==> src/rtl/match_controller_pkg.sv <==
`default_nettype none
// ============================================================================
// game_param : shared match state encoding and default game constants
// Revision   : 1.0
// ============================================================================
package game_param;

    typedef enum logic [2:0] {
        S_IDLE      = 3'd0,
        S_COUNTDOWN = 3'd1,
        S_PLAY      = 3'd2,
        S_PAUSE     = 3'd3,
        S_ROUND_END = 3'd4,
        S_WIN       = 3'd5,
        S_LOSE      = 3'd6
    } match_state_t;

    localparam int DEF_HP_MAX        = 3;
    localparam int DEF_ROUNDS_TO_WIN = 2;

endpackage
`default_nettype wire

==> src/rtl/match_controller_fighter_health.sv <==
`default_nettype none
// ============================================================================
// fighter_health : HP register, post-hit invincibility counter, hit acceptance
// Revision       : 1.0
// ============================================================================
module fighter_health
    import game_param::*;
#(
    parameter  int HP_MAX     = DEF_HP_MAX,
    parameter  int IFRAME_CYC = 32,
    localparam int HP_W       = $clog2(HP_MAX + 1)
) (
    input  logic            clk,
    input  logic            rst_n,
    input  logic            reload,
    input  logic            run,
    input  logic            freeze,
    input  logic            hit,
    input  logic            shield,
    output logic [HP_W-1:0] hp,
    output logic            iframe
);

    localparam int IF_W = $clog2(IFRAME_CYC + 1);

    logic [IF_W-1:0] iframe_cnt;
    logic            accept;

    // Hits landing during invincibility or behind a shield are simply dropped.
    assign accept = run && hit && !shield && (iframe_cnt == '0) && (hp != '0);

    always_ff @(posedge clk or negedge rst_n) begin
        if (!rst_n) begin
            hp         <= HP_W'(HP_MAX);
            iframe_cnt <= '0;
            iframe     <= 1'b0;
        end else if (reload) begin
            hp         <= HP_W'(HP_MAX);
            iframe_cnt <= '0;
            iframe     <= 1'b0;
        end else if (accept) begin
            hp         <= hp - HP_W'(1);
            iframe_cnt <= IF_W'(IFRAME_CYC);
            iframe     <= 1'b1;
        end else if (run) begin
            if (iframe_cnt != '0) begin
                iframe_cnt <= iframe_cnt - IF_W'(1);
                iframe     <= (iframe_cnt != IF_W'(1));
            end
        end else if (!freeze) begin
            iframe_cnt <= '0;
            iframe     <= 1'b0;
        end
    end

endmodule
`default_nettype wire

==> src/rtl/match_controller.sv <==
`default_nettype none
// ============================================================================
// match_controller : best-of-N duel sequencer (countdown, play, pause, rounds)
// Revision         : 1.0
// ============================================================================
module match_controller
    import game_param::*;
#(
    parameter  int ROUNDS_TO_WIN = DEF_ROUNDS_TO_WIN,
    parameter  int HP_MAX        = DEF_HP_MAX,
    parameter  int IFRAME_CYC    = 32,
    parameter  int COUNTDOWN_CYC = 64,
    parameter  int ROUND_END_CYC = 64,
    parameter  int AI_PERIOD     = 128,
    localparam int HP_W          = $clog2(HP_MAX + 1),
    localparam int RND_W         = $clog2(ROUNDS_TO_WIN + 1)
) (
    input  logic             clk,
    input  logic             rst_n,
    input  logic             i_select,
    input  logic             i_pause,
    input  logic             i_player_hit,
    input  logic             i_player_shield,
    input  logic             i_enemy_hit,
    input  logic             i_enemy_shield,
    output logic [2:0]       o_state,
    output logic             o_is_gaming,
    output logic [HP_W-1:0]  o_player_hp,
    output logic [HP_W-1:0]  o_enemy_hp,
    output logic             o_player_iframe,
    output logic             o_enemy_iframe,
    output logic [RND_W-1:0] o_player_rounds,
    output logic [RND_W-1:0] o_enemy_rounds,
    output logic             o_round_reset,
    output logic             o_ai_tick
);

    localparam int TMR_MAX = (COUNTDOWN_CYC > ROUND_END_CYC) ? COUNTDOWN_CYC : ROUND_END_CYC;
    localparam int TMR_W   = $clog2(TMR_MAX + 1);
    localparam int AI_W    = $clog2(AI_PERIOD);

    localparam logic [TMR_W-1:0] CD_LAST = TMR_W'(COUNTDOWN_CYC - 1);
    localparam logic [TMR_W-1:0] RE_LAST = TMR_W'(ROUND_END_CYC - 1);
    localparam logic [AI_W-1:0]  AI_LAST = AI_W'(AI_PERIOD - 1);
    localparam logic [RND_W-1:0] RND_WIN = RND_W'(ROUNDS_TO_WIN);

    match_state_t     state, state_next;
    logic [TMR_W-1:0] timer, timer_next;
    logic [AI_W-1:0]  ai_cnt, ai_next;
    logic [RND_W-1:0] player_rounds, enemy_rounds;
    logic             round_reset, ai_tick, is_gaming;
    logic [HP_W-1:0]  player_hp, enemy_hp;
    logic             player_iframe, enemy_iframe;
    logic             ko, enter_cd, in_play, paused;

    assign ko       = (player_hp == '0) || (enemy_hp == '0);
    assign in_play  = (state == S_PLAY);
    assign paused   = (state == S_PAUSE);
    assign enter_cd = (state_next == S_COUNTDOWN) && (state != S_COUNTDOWN);

    always_comb begin
        state_next = state;
        timer_next = '0;
        ai_next    = '0;
        case (state)
            S_IDLE: if (i_select) state_next = S_COUNTDOWN;
            S_COUNTDOWN: begin
                if (timer == CD_LAST) state_next = S_PLAY;
                else                  timer_next = timer + TMR_W'(1);
            end
            S_PLAY: begin
                // A knockout takes priority over a pause request in the same cycle.
                if (ko) begin
                    state_next = S_ROUND_END;
                end else begin
                    ai_next = (ai_cnt == AI_LAST) ? '0 : ai_cnt + AI_W'(1);
                    if (i_pause) state_next = S_PAUSE;
                end
            end
            S_PAUSE: begin
                ai_next = ai_cnt;
                if (i_pause) state_next = S_PLAY;
            end
            S_ROUND_END: begin
                if (timer == RE_LAST) begin
                    if (player_rounds == RND_WIN)     state_next = S_WIN;
                    else if (enemy_rounds == RND_WIN) state_next = S_LOSE;
                    else                              state_next = S_COUNTDOWN;
                end else begin
                    timer_next = timer + TMR_W'(1);
                end
            end
            S_WIN, S_LOSE: if (i_select) state_next = S_IDLE;
            default: state_next = S_IDLE;
        endcase
    end

    always_ff @(posedge clk or negedge rst_n) begin
        if (!rst_n) begin
            state         <= S_IDLE;
            timer         <= '0;
            ai_cnt        <= '0;
            player_rounds <= '0;
            enemy_rounds  <= '0;
            round_reset   <= 1'b0;
            ai_tick       <= 1'b0;
            is_gaming     <= 1'b0;
        end else begin
            state       <= state_next;
            timer       <= timer_next;
            ai_cnt      <= ai_next;
            round_reset <= enter_cd;
            is_gaming   <= (state_next == S_PLAY);
            ai_tick     <= (state_next == S_PLAY) && (ai_next == AI_LAST);
            // Simultaneous KO is a draw: neither counter moves.
            if (in_play && ko) begin
                if (enemy_hp == '0 && player_hp != '0 && player_rounds != RND_WIN)
                    player_rounds <= player_rounds + RND_W'(1);
                if (player_hp == '0 && enemy_hp != '0 && enemy_rounds != RND_WIN)
                    enemy_rounds <= enemy_rounds + RND_W'(1);
            end else if (state_next == S_IDLE && state != S_IDLE) begin
                player_rounds <= '0;
                enemy_rounds  <= '0;
            end
        end
    end

    fighter_health #(.HP_MAX(HP_MAX), .IFRAME_CYC(IFRAME_CYC)) u_player (
        .clk    (clk),
        .rst_n  (rst_n),
        .reload (enter_cd),
        .run    (in_play),
        .freeze (paused),
        .hit    (i_player_hit),
        .shield (i_player_shield),
        .hp     (player_hp),
        .iframe (player_iframe)
    );

    fighter_health #(.HP_MAX(HP_MAX), .IFRAME_CYC(IFRAME_CYC)) u_enemy (
        .clk    (clk),
        .rst_n  (rst_n),
        .reload (enter_cd),
        .run    (in_play),
        .freeze (paused),
        .hit    (i_enemy_hit),
        .shield (i_enemy_shield),
        .hp     (enemy_hp),
        .iframe (enemy_iframe)
    );

    assign o_state         = state;
    assign o_is_gaming     = is_gaming;
    assign o_player_hp     = player_hp;
    assign o_enemy_hp      = enemy_hp;
    assign o_player_iframe = player_iframe;
    assign o_enemy_iframe  = enemy_iframe;
    assign o_player_rounds = player_rounds;
    assign o_enemy_rounds  = enemy_rounds;
    assign o_round_reset   = round_reset;
    assign o_ai_tick       = ai_tick;

endmodule
`default_nettype wire

==> config.mk <==
export PLATFORM = sky130hd
export DESIGN_NAME = match_controller
export DESIGN_NICKNAME = d
export VERILOG_FILES = /design/src/rtl/match_controller_pkg.sv /design/src/rtl/match_controller_fighter_health.sv /design/src/rtl/match_controller.sv
export SDC_FILE = /design/constraint.sdc
export NUM_CORES = 1
export LEC_CHECK = 0
export CAP_MARGIN = 30
export CORE_MARGIN = 2
export CORE_UTILIZATION = 60
export CTS_BUF_LIST = sky130_fd_sc_hd__clkbuf_4 sky130_fd_sc_hd__clkbuf_8 sky130_fd_sc_hd__clkbuf_16
export DETAILED_ROUTE_END_ITERATION = 8
export GPL_ROUTABILITY_DRIVEN = 1
export GPL_TIMING_DRIVEN = 0
export MAX_ROUTING_LAYER = met4
export PLACE_DENSITY = 0.95
export SLEW_MARGIN = 20
export SYNTH_ARGS = -nofsm -noshare
export SYNTH_HDL_FRONTEND = slang
export SYNTH_SLANG_ARGS = --single-unit
==> constraint.sdc <==
create_clock -name clk -period 6.32 [get_ports clk]
set_input_delay 1.58 -clock clk [delete_from_list [all_inputs] [get_ports clk]]
set_output_delay 1.58 -clock clk [all_outputs]
set_load 0.005 [all_outputs]
# [Yosys cells after proc, flatten, opt, wreduce, memory -nomap -nowiden]
# Cells that the tools add are included.
[op_classes] add_sub_neg=8 mul=0 n_div=0 order_cmp=0 n_eq_ne=24 n_shift=0 n_mux=42 n_bitwise=0 n_reduce_logical=39
[op_table] operator="6-bit two-way mux" count=9
[op_table] operator="7-bit two-way mux" count=4
[op_table] operator="3-bit two-way mux" count=9
[op_table] operator="2-bit two-way mux" count=9
[op_table] operator="3-bit case mux with 6 select lines" count=1
[op_table] operator="1-bit logical AND" count=16
[op_table] operator="7-bit by 1-bit adder with 7-bit output, second input constant" count=2
[op_table] operator="7-bit equality test, second input constant" count=2
[op_table] operator="7-bit case mux with 2 select lines" count=1
[op_table] operator="6-bit logical NOT" count=2
[op_table] operator="6-bit by 1-bit inequality test with 1-bit output, second input constant" count=2
[op_table] operator="6-bit nonzero test" count=2
[op_table] operator="6-bit by 1-bit subtractor with 6-bit output, second input constant" count=2
[op_table] operator="2-bit nonzero test" count=5
[op_table] operator="3-bit by 2-bit equality test with 1-bit output, second input constant" count=3
[op_table] operator="3-bit equality test, second input constant" count=3
[op_table] operator="1-bit two-way mux" count=9
[op_table] operator="4-bit by 2-bit inequality test with 1-bit output, second input constant" count=2
[op_table] operator="4-bit inequality test, second input constant" count=2
[op_table] operator="2-bit AND reduction" count=4
[op_table] operator="7-bit by 6-bit equality test with 1-bit output, second input constant" count=1
[op_table] operator="3-bit by 1-bit equality test with 1-bit output, second input constant" count=2
[op_table] operator="3-bit logical NOT" count=2
[op_table] operator="2-bit by 1-bit adder with 2-bit output, second input constant" count=2
[op_table] operator="other kinds (10)" count=17
[word_totals] ff_bits=42 latch_bits=0 ram_bits=0 mem_bits_ro=0 inputBits=8 out_inout_bits=16 wordCells=127 memories=0

# [Depth between registers and ports, before layout]
# Gate-level depths: netlist (run 1).
[depth] depth_word=9 mapped_depth=8 mapped_depth_nobuf=8

# [Hierarchy]
# A second synthesis (run 1) with hierarchy kept.
[unflattened] hier_cells=275 hier_area_um2=2665.1
[by_module_without_submodules] mod="match_controller" n_inst=1 cells_each=147 area_per_inst_um2=1436.4 seq_area_each_um2=600.6
[by_module_without_submodules] mod="fighter_health" n_inst=2 cells_each=64 area_per_inst_um2=614.3 seq_area_each_um2=227.7

# [Worst setup path after synthesis (run 1)]
# No wires, ideal clock.
[synth_timing] path_kind="input-to-reg" startpoint="in i_select" endpoint="reg u_enemy.hp[0]" setup_time_ns=0.062 t_arrival_ns=2.606 t_required_ns=6.258 setup_slack_ns=3.653 path_stages=6 path_buffers=0 path_cell_list="nand2b_1 -> nor3b_1 -> a311oi_1 -> and4_4 -> a2111oi_4 -> nand2b_1"
[synth_between] elab_chain_cells=5 elab_cells_between_ends=7 cone_classes="eq/ne: 1; mux: 4; reduce/logical: 2"
[synth_lines] element="from (decl)" line="match_controller.sv:20" text="input logic i_select,"
[synth_lines] element="3-bit two-way mux (on tied branches)" line="match_controller.sv:93, match_controller.sv:66"
[synth_lines] element="3-bit case mux with 6 select lines (*)" line="match_controller.sv:65" text="case (state)"
[synth_lines] element="3-bit by 1-bit equality test with 1-bit output (*)" line="match_controller.sv:59" text="assign enter_cd = (state_next == S_COUNTDOWN) && (state != S_COUNTDOWN);"
[synth_lines] element="1-bit logical AND (*)" line="match_controller.sv:59"
[synth_lines] element="net enter_cd" line="match_controller.sv:54" text="logic ko, enter_cd, in_play, paused;"
[synth_lines] element="2-bit two-way mux / 2-bit nonzero test (equally long branches)"
[synth_lines] element="to (signal assigned)" line="match_controller_fighter_health.sv:34" text="hp <= HP_W'(HP_MAX);"
[synth_lines] element="to (signal assigned)" line="match_controller_fighter_health.sv:38" text="hp <= HP_W'(HP_MAX);"
[synth_lines] element="to (signal assigned)" line="match_controller_fighter_health.sv:42" text="hp <= hp - HP_W'(1);"
[synth_lines] element="to (decl)" line="match_controller_fighter_health.sv:20" text="output logic [HP_W-1:0] hp,"
# Mark *: on every way through the listed nets, which the timed path passes. The rest lies on a longest branch.
# A chain may end at the register's enable or synchronous reset.

# [Worst setup path in the final report (run 1)]
[layout_timing] startpoint="in i_select" endpoint="reg player_rounds[1], in the netlist o_player_rounds[1]"
[layout_between] elab_chain_cells=6 elab_cells_between_ends=7 cone_classes="mux: 3; reduce/logical: 4"
[layout_lines] element="3-bit two-way mux (on tied branches)" line="match_controller.sv:93, match_controller.sv:66"
[layout_lines] element="3-bit case mux with 6 select lines (*)" line="match_controller.sv:65"
[layout_lines] element="3-bit logical NOT (*)" line="match_controller.sv:121" text="end else if (state_next == S_IDLE && state != S_IDLE) begin"
[layout_lines] element="1-bit logical AND (*)" line="match_controller.sv:121"
[layout_lines] element="2-bit nonzero test (no line) (*)"
[layout_lines] element="2-bit AND reduction (no line) (*)"
[layout_lines] element="to (signal assigned)" line="match_controller.sv:118" text="player_rounds <= player_rounds + RND_W'(1);"
[layout_lines] element="to (decl)" line="match_controller.sv:50" text="logic [RND_W-1:0] player_rounds, enemy_rounds;"
# Mark *: on every way between the ends. The rest lies on a longest branch, timed or not.

==> results.cfg, run 1 <==
[status]
status = complete, no violations

[timing]
maxSlewViolCount = 0
min_period_over_period = 0.507
tightest_slew_ns = 0.465
tns_ns = 0
hold_violations = 0
fin_crit_ns = 3.20
max_slew_margin = 0.688
fmax_mhz = 312
hold_slack_ns = 0.487
skew_ns = 0.00810
rsz0062_at_grt = false
finalSetupViolCount = 0

[pwr]
powerDensity_nw_per_um2 = 167
p_leak_nw = 1.22
irDropWorstVdd_mv = 0.142

[global_routing]
grt_pass1_vias = 2073
grt_max_degree = 29
gr-total-overflow = 0
antenna_found_initial = 0
grt_use_total = 0.283
grt_pass1_wl_mm = 9.34

[route]
met3_length_um = 283
drtIter0Drc = 220
dr.pass1.iters = 5
drc_errors = 0
drt_wl_total_mm = 5.26
vias_per_cell = 6.18
wl_met2_mm = 2.67
top_layer = met4
routedWlPerCell_um = 15.8
vias = 2065
ant_nets = 0
wl_met1_mm = 2.24

[synthesis]
synthCells = 252
syn_nets = 270
synth-simple-area-share = 0.275
yosysSeqAreaShare = 0.438
muxShareOfSynthArea = 0.00883
synthAdderAreaFrac = 0.0519
synthArstFlopShare = 1.00
synth_cell_type_count = 61
postSynthAreaPerCell_um2 = 9.56
syn_area_um2 = 2410
synth_top_family_by_area = simple AND/OR/NAND/NOR gates
synth-edff-count = 0
synthXorXnorAreaFrac = 0.0254
yosysWarnings = 0
synth-seq-cells = 42
synth-compound-area-share = 0.166
synth-main-ff-cell = dfrtp_1

[layout]
layout-drive-gt1-share = 0.106
finalNonFillerCells = 334
area_growth_pct = 16.7
final_util = 0.713
fin_nets = 301
diodes = 0

[flow_run]
maxCapViolCount = 0

[placement]
dp.cells = 326
io_buffers = 23
gp_congestion = 0.882
hpwl_mm = 3.79

[min_path]
hold_path_class = reg -> reg

[floorplan]
row_count = 23
dieArea_um2 = 4540
core-area_um2 = 3940
dieHeight_um = 67.4
ioPinCount = 24
die_x_um = 67.4
start_util = 0.611

[clock_tree]
clkTransAtPathRegs_ns = 0.08
clockBufferDepth = 2
clock_sinks = 42
clock_latency_ns = 0.31
htree_levels = 2
cts-resized-gates = 0
cts_tree = built
holdBufCountCts = 0
cts_buffers = 5
cts_setup_buffers = 0
cts-root-buf = clkbuf_8

[worst_setup_path]
crit_buf_inv = 1
cp-end-kind = flip-flop
path_cells = clkdlybuf4s50_1 -> nand2b_1 -> o21ai_1 -> and3b_1 -> a211oi_1 -> and4b_1 -> o22ai_1
crit_family = simple AND/OR/NAND/NOR gates
crit_type = in -> reg
crit_fanout = 5
cpPeakStageDelay_ns = 0.55
required_ns = 6.50
cp-start-kind = input pin
arrival_ns = 3.39
cp_slowest_cell = clkdlybuf4s50_1
rrSetupSlack_ns = 3.79
[Yosys cell counts (all sizes together) (2+ instances only)]
library cell,instances,area (µm²)
a211o,3,26.3
a21o,3,22.5
a21oi,12,60.1
a311oi,2,17.5
a31oi,3,25.0
and2,3,18.8
and3,7,48.8
and4,3,28.8
buf,4,22.5
clkbuf,2,7.51
dfrtp,38,951
dfstp,4,105
ha,10,125
inv,14,52.6
nand2,21,81.3
nand2b,12,75.1
nand3,11,60.1
nand4,4,25.0
nor2,18,67.6
nor2b,4,32.5
nor3,6,30.0
nor3b,6,61.3
nor4b,2,17.5
o21ai,21,105
o22ai,2,12.5
o31ai,2,20.0
or3,6,37.5
or4,2,15.0
xnor2,3,26.3
xor2,4,35.0
[logic make-up after synthesis]
| logic type | count (synthesis) |
|---|---|
| AND/OR/NAND/NOR | 112 |
| AO/OA/AOI/OAI | 59 |
| flip-flops | 42 |
| buffers and inverters | 20 |
| adder cells (fa/ha/maj) | 10 |
| XOR/XNOR | 7 |
| multiplexers | 2 |
[cell type report]
cell class | count | area, µm²
Buffer | 6 | 30.0
Tap cell | 50 | 62.6
Clock buffer | 7 | 90.1
Timing Repair Buffer | 24 | 245
Sequential cell | 42 | 1060
Inverter | 14 | 52.6
Fill cell | 276 | 1130
Clock inverter | 1 | 5.00
Multi-Input combinational cell | 190 | 1270
[metal layers]
layer,up-vias,track usage
met5,-,-
met4,0,0.102
met3,10,0.0650
met2,72,0.465
met1,1001,0.341
li1,982,-
[through the flow]
stage / setup slack [ns] / power (mW) / area [µm²]
3_3_place_gp: 2.61 / 0.286 / 2700
2_1_floorplan: 3.65 / 0.276 / 2410
3_5_place_dp: 2.88 / 0.287 / 2720
5_1_grt: 3.03 / 0.484 / 2810
4_1_cts: 3.17 / 0.472 / 2810
6_report: 3.12 / 0.469 / 2810
[cell usage in the layout (no fill, tap or decap), drive strengths merged, types with 6 or more instances in the layout]
cell type      netlist  final
a21oi               12     12
and3                 7      7
buf                  4      6
clkbuf               2      9
clkdlybuf4s50        0     22
dfrtp               38     38
ha                  10     10
inv                 14     14
nand2               21     21
nand2b              12     12
nand3               11     11
nor2                18     18
nor3                 6      6
nor3b                6      6
o21ai               21     21
or3                  6      6
[state kept, by name (all words and copies together), names as in the netlist]
| register | count |
|---|---|
| u_player.iframe_cnt | 6 |
| u_enemy.iframe | 1 |
| o_state | 3 |
| u_player.hp | 2 |
| u_enemy.iframe_cnt | 6 |
| o_player_rounds | 2 |
| timer | 7 |
| ai_cnt | 7 |
| u_enemy.hp | 2 |
| u_player.iframe | 1 |
| o_round_reset | 1 |
| o_enemy_rounds | 2 |
| o_ai_tick | 1 |
| o_is_gaming | 1 |
[final timing paths]
kind,startpoint,to,depth (start not counted)
max reg2reg,u_player.hp[0]$_DFFE_PN1P_,o_player_rounds[1]$_DFFE_PN0P_,8
max in group asynchronous,rst_n,o_state[1]$_DFF_PN0_,2
min,u_player.iframe$_DFFE_PN0P_,u_player.iframe$_DFFE_PN0P_,1
min in group asynchronous,rst_n,u_player.iframe_cnt[3]$_DFFE_PN0P_,1
max,i_select,o_player_rounds[1]$_DFFE_PN0P_,7
min reg2reg,u_player.iframe$_DFFE_PN0P_,u_player.iframe$_DFFE_PN0P_,1
[where the power goes]
group / internal [mW] / switching (mW)
clock network: 0.0925 / 0.0949
registers: 0.269 / 0
logic: 0.00573 / 0.00750
Power figures use the tool's default switching activity.
==> run 2: changes to the inputs <==
Settings changed: CORE_UTILIZATION 60 to 51, PLACE_DENSITY 0.95 to 0.87.
Clock period 6.32 ns to 2.7 ns, I/O delays scaled along.
==> run 2 against run 1 <==
- critical path depth increased by 1
- clock power increased by 130%
- final cell count increased by 1.2%
- utilization decreased by 10 points
- global-route usage decreased by 6.1 points
- register-to-register slack got worse by 3.5 ns
- setup slack got worse by 2.8 ns
- critical path type is now reg -> reg
- total power increased by 130%
- clock skew decreased by 0.0016 ns
- first-iteration DRC count decreased by 37%
- sequential cell count unchanged
- largest power group unchanged
- wire length decreased by 3.5%
==> results.cfg, run 2 (synthesized netlist as in run 1, its figures left out) <==
[pwr]
powerDensity_nw_per_um2 = 386
power_mw = 1.09
p_leak_nw = 1.22
irDropWorstVdd_mv = 0.280

[timing]
finalSetupViolCount = 0
maxSlewViolCount = 0
skew_ns = 0.00646
min_period_over_period = 0.895
fin_crit_ns = 2.42
fmax_mhz = 414
tightest_slew_ns = 0.480
hold_violations = 0
max_slew_margin = 0.678
rsz0062_at_grt = false
fin_ws_ns = 0.284
hold_slack_ns = 0.276

[min_path]
hold_path_class = in -> async

[route]
dr.pass1.iters = 4
ant_nets = 0
drtIter0Drc = 139
drt_wl_total_mm = 5.08
vias = 2017
vias_per_cell = 5.97
drc_errors = 0
routedWlPerCell_um = 15.0

[worst_setup_path]
arrival_ns = 2.59
cp-start-kind = flip-flop
r2r-start = u_enemy.hp[0]$_DFFE_PN1P_
crit_end = o_player_rounds[1]$_DFFE_PN0P_
rr_worst_depth = 8
r2r-end = o_player_rounds[1]$_DFFE_PN0P_
crit_type = reg -> reg
cp-end-kind = flip-flop
crit_fanout = 6
critPathLaunch = u_enemy.hp[0]$_DFFE_PN1P_
rrSetupSlack_ns = 0.28
required_ns = 2.88

[flow_run]
maxCapViolCount = 0

[floorplan]
dieHeight_um = 72.7
ioPinCount = 24
core-area_um2 = 4630
dieArea_um2 = 5290
row_count = 25
die_x_um = 72.7
start_util = 0.521

[clock_tree]
cts_buffers = 5
clkTransAtPathRegs_ns = 0.08
clock_sinks = 42
cts-root-buf = clkbuf_8
htree_levels = 2
holdBufCountCts = 0
clock_latency_ns = 0.30
clockBufferDepth = 2
cts_setup_buffers = 0
cts_tree = built

[layout]
diodes = 0
layout-drive-gt1-share = 0.109
fin_nets = 301
finalNonFillerCells = 338
area_growth_pct = 17.0
final_util = 0.609
layout_commonest_cell = dfrtp_1
layout_common_cells = 38 x dfrtp_1, 22 x clkdlybuf4s50_1, 20 x nand2_1
top_regs = ai_cnt (7), timer (7)

[global_routing]
grt_pass1_vias = 1936
antenna_found_initial = 0
grt_pass1_wl_mm = 8.78
grt_max_degree = 29
grt_use_total = 0.222
gr-total-overflow = 0

[placement]
gp_congestion = 0.891
io_buffers = 23
pre_cts_ws_ns = 0.116
dp.cells = 330
hpwl_mm = 3.67

[status]
status = complete, no violations
## run 2: cell counts in the layout (fill, tap and decap cells not counted)
No cell type changed its count.
## run 2: layout make-up
class                      count  area, µm²
fill                         409       1810
multi-input combinational    190       1270
sequential                    42       1060
timing repair buffer          24        245
clock buffer                   7       90.1
tap                           54       67.6
inverter                      14       52.6
buffer                         6       30.0
clock inverter                 1       5.00
## run 2: worst min path at each step
| stage | slack, ns | end | startpoint | cells past startpoint |
|---|---|---|---|---|
| 2_1_floorplan | 0.38 | ai_cnt[0]$_DFF_PN0_ | rst_n | 0 |
| 5_1_grt | 0.30 | o_player_rounds[0]$_DFFE_PN0P_ | rst_n | 1 |
| 6_report | 0.28 | o_player_rounds[0]$_DFFE_PN0P_ | rst_n | 1 |
| 4_1_cts | 0.28 | o_player_rounds[0]$_DFFE_PN0P_ | rst_n | 1 |
| 3_5_place_dp | 0.46 | u_player.iframe$_DFFE_PN0P_ | u_player.iframe$_DFFE_PN0P_ | 1 |
| 3_3_place_gp | 0.46 | u_player.iframe$_DFFE_PN0P_ | u_player.iframe$_DFFE_PN0P_ | 1 |
## run 2: timing repair
action,in CTS,in global routing
resized for setup,0,1
setup endpoints to repair,0,2
hold endpoints to repair,0,0
## run 2: through the flow
stage          cell area (µm²)  TNS [ns]
2_1_floorplan             2410         0
3_3_place_gp              2710     -3.84
3_5_place_dp              2720         0
4_1_cts                   2820         0
5_1_grt                   2820         0
6_report                  2820         0
## run 2: power by group
part	internal, mW	leakage, nW	switching (mW)
clock	0.216	0.0517	0.212
combinational	0.0134	0.639	0.0175
sequential	0.629	0.532	0
## run 2: worst max-delay path, cell delays in order (launching register included)
cell and delay, ns:
dfstp_2 0.55, inv_1 0.06, ha_1 0.28, nor2_2 0.28
o21ai_1 0.11, and3b_1 0.18, a211oi_1 0.36, and4b_1 0.37
o22ai_1 0.11
## run 2: routing by layer
layer  part of all wire  vias to the layer above  global-route usage
met2               0.49                       48               0.344
met4              0.017                        0              0.0967
met1               0.45                      978               0.280
met5                  0                        -                   -
li1                   -                      983                   -
met3              0.040                        8              0.0483
==> run 3: changes to the inputs <==
Settings changed: CORE_UTILIZATION 51 to 45, PLACE_DENSITY 0.87 to 0.8, SLEW_MARGIN 20 to not set.
==> run 3 against run 2 <==
- clock power fell by 4%
- first-iteration DRC count fell by 15%
- wire length fell by 0.12%
- worst hold slack got worse by 0.015 ns
- via count fell by 1.5%
- count of clock-buffer cells in the layout fell by 2
- design area rose by 0.44%
- critical path type unchanged
- critical endpoint is now o_player_rounds[0]$_DFFE_PN0P_
- highest routed layer unchanged
==> results.cfg, run 3 (synthesized netlist as in run 1, its figures left out) <==
[floorplan]
core-area_um2 = 5140
dieArea_um2 = 5960
die_x_um = 77.2
row_count = 26
start_util = 0.469
dieHeight_um = 77.2
ioPinCount = 24

[timing]
hold_violations = 0
maxSlewViolCount = 0
finalSetupViolCount = 0
max_slew_margin = 0.664
tightest_slew_ns = 0.503
skew_ns = 0.00761
hold_slack_ns = 0.261
tns_ns = 0
rsz0062_at_grt = false
fmax_mhz = 386
min_period_over_period = 0.959
fin_crit_ns = 2.59

[global_routing]
gr-total-overflow = 0
grt_max_degree = 32
grt_pass1_wl_mm = 9.05
antenna_found_initial = 0
grt_pass1_vias = 1958
grt_use_total = 0.190

[worst_setup_path]
cp-end-kind = flip-flop
arrival_ns = 2.77
cp-start-kind = flip-flop
rrSetupSlack_ns = 0.11
required_ns = 2.88
path_cells = inv_1 -> ha_1 -> nor2_1 -> o21ai_1 -> and3b_1 -> a211oi_1 -> and4b_1 -> o21ai_1
crit_fanout = 6
crit_family = simple AND/OR/NAND/NOR gates
path_common_cell = o21ai_1
cp_slowest_cell = dfstp_2
crit_type = reg -> reg
r2r-start = u_player.hp[0]$_DFFE_PN1P_
crit_buf_inv = 1
rr_worst_depth = 8
cpPeakStageDelay_ns = 0.54
r2r-end = o_player_rounds[0]$_DFFE_PN0P_

[clock_tree]
cts_setup_buffers = 0
clockBufferDepth = 2
clock_sinks = 42
cts-root-buf = clkbuf_8
clock_latency_ns = 0.30
holdBufCountCts = 0
cts_tree = built
htree_levels = 2
clkTransAtPathRegs_ns = 0.09
cts-resized-gates = 0
cts_buffers = 5

[layout]
layout-drive-gt1-share = 0.106
nFillCells = 486
multiInputGateArea_um2 = 1270
layout_common_cells = 38 x dfrtp_1, 22 x clkdlybuf4s50_1, 20 x nand2_1
diodes = 0
fin_nets = 301
top_regs = ai_cnt (7), timer (7)
area_growth_pct = 17.5
layout_commonest_cell = dfrtp_1
seq_area_um2 = 1060

[status]
status = complete, no violations

[min_path]
hold_path_class = in -> async

[route]
drc_errors = 0
vias = 1987
dr.pass1.iters = 4
drtIter0Drc = 118
drt_wl_total_mm = 5.07
vias_per_cell = 5.61
ant_nets = 0
routedWlPerCell_um = 14.3

[placement]
io_buffers = 23
gp_congestion = 0.892
hpwl_mm = 3.73

[flow_run]
maxCapViolCount = 0

[pwr]
powerDensity_nw_per_um2 = 378
p_leak_nw = 1.21
irDropWorstVdd_mv = 0.345
run 3: routing by layer:
layer,up-vias,GRT usage,share of wire
met4,0,0.0696,0.017
met1,953,0.250,0.48
li1,976,-,-
met2,49,0.297,0.46
met5,-,-,0
met3,9,0.0329,0.040
run 3: metrics by stage:
| stage | power (mW) | setup WS (ns) | utilization | instances | instance area [µm²] |
|---|---|---|---|---|---|
| 6_report | 1.07 | 0.111 | 0.551 | 354 | 2830 |
| 2_1_floorplan | 0.645 | 0.631 | - | 252 | 2410 |
| 5_1_grt | 1.12 | 0.00283 | 0.551 | 354 | 2830 |
| 3_5_place_dp | 0.673 | 0.177 | 0.534 | 346 | 2740 |
| 3_3_place_gp | 0.670 | -0.121 | 0.531 | 345 | 2730 |
| 4_1_cts | 1.09 | 0.202 | 0.551 | 354 | 2830 |
run 3: worst register-to-register path: cells and delay by family, from the launching register on:
family	cells	cell delay, ns
flops	1	0.54
simple gates	3	1.01
fa+ha+maj	1	0.29
buf+inv	1	0.06
compound gates	3	0.58
run 3: worst max path at each step:
stage                                     from                        endpoint  cells past startpoint
CTS                 u_player.hp[0]$_DFFE_PN1P_  o_player_rounds[0]$_DFFE_PN0P_                      8
finish              u_player.hp[0]$_DFFE_PN1P_  o_player_rounds[0]$_DFFE_PN0P_                      8
global placement                         rst_n             ai_cnt[1]$_DFF_PN0_                      1
detailed placement                    i_select  o_player_rounds[0]$_DFFE_PN0P_                      7
floorplan            u_enemy.hp[0]$_DFFE_PN1P_   o_enemy_rounds[0]$_DFFE_PN0P_                      8
global route        u_player.hp[0]$_DFFE_PN1P_  o_player_rounds[1]$_DFFE_PN0P_                      8
run 3: power by group:
part | switching (mW) | leakage (nW) | internal [mW] | total [mW]
combinational | 0.0175 | 0.638 | 0.0134 | 0.0309
sequential | 0 | 0.532 | 0.629 | 0.629
clock | 0.230 | 0.0441 | 0.182 | 0.412
total | 0.248 | 1.21 | 0.824 | 1.07
run 3: area by class of cell:
class	count	share of cell area
Inverter	14	0.0186
Sequential cell	42	0.373
Multi-Input combinational cell	190	0.449
Buffer	6	0.0106
Timing Repair Buffer	24	0.0866
Clock buffer	5	0.0243
Tap cell	70	0.0309
Clock inverter	3	0.00751
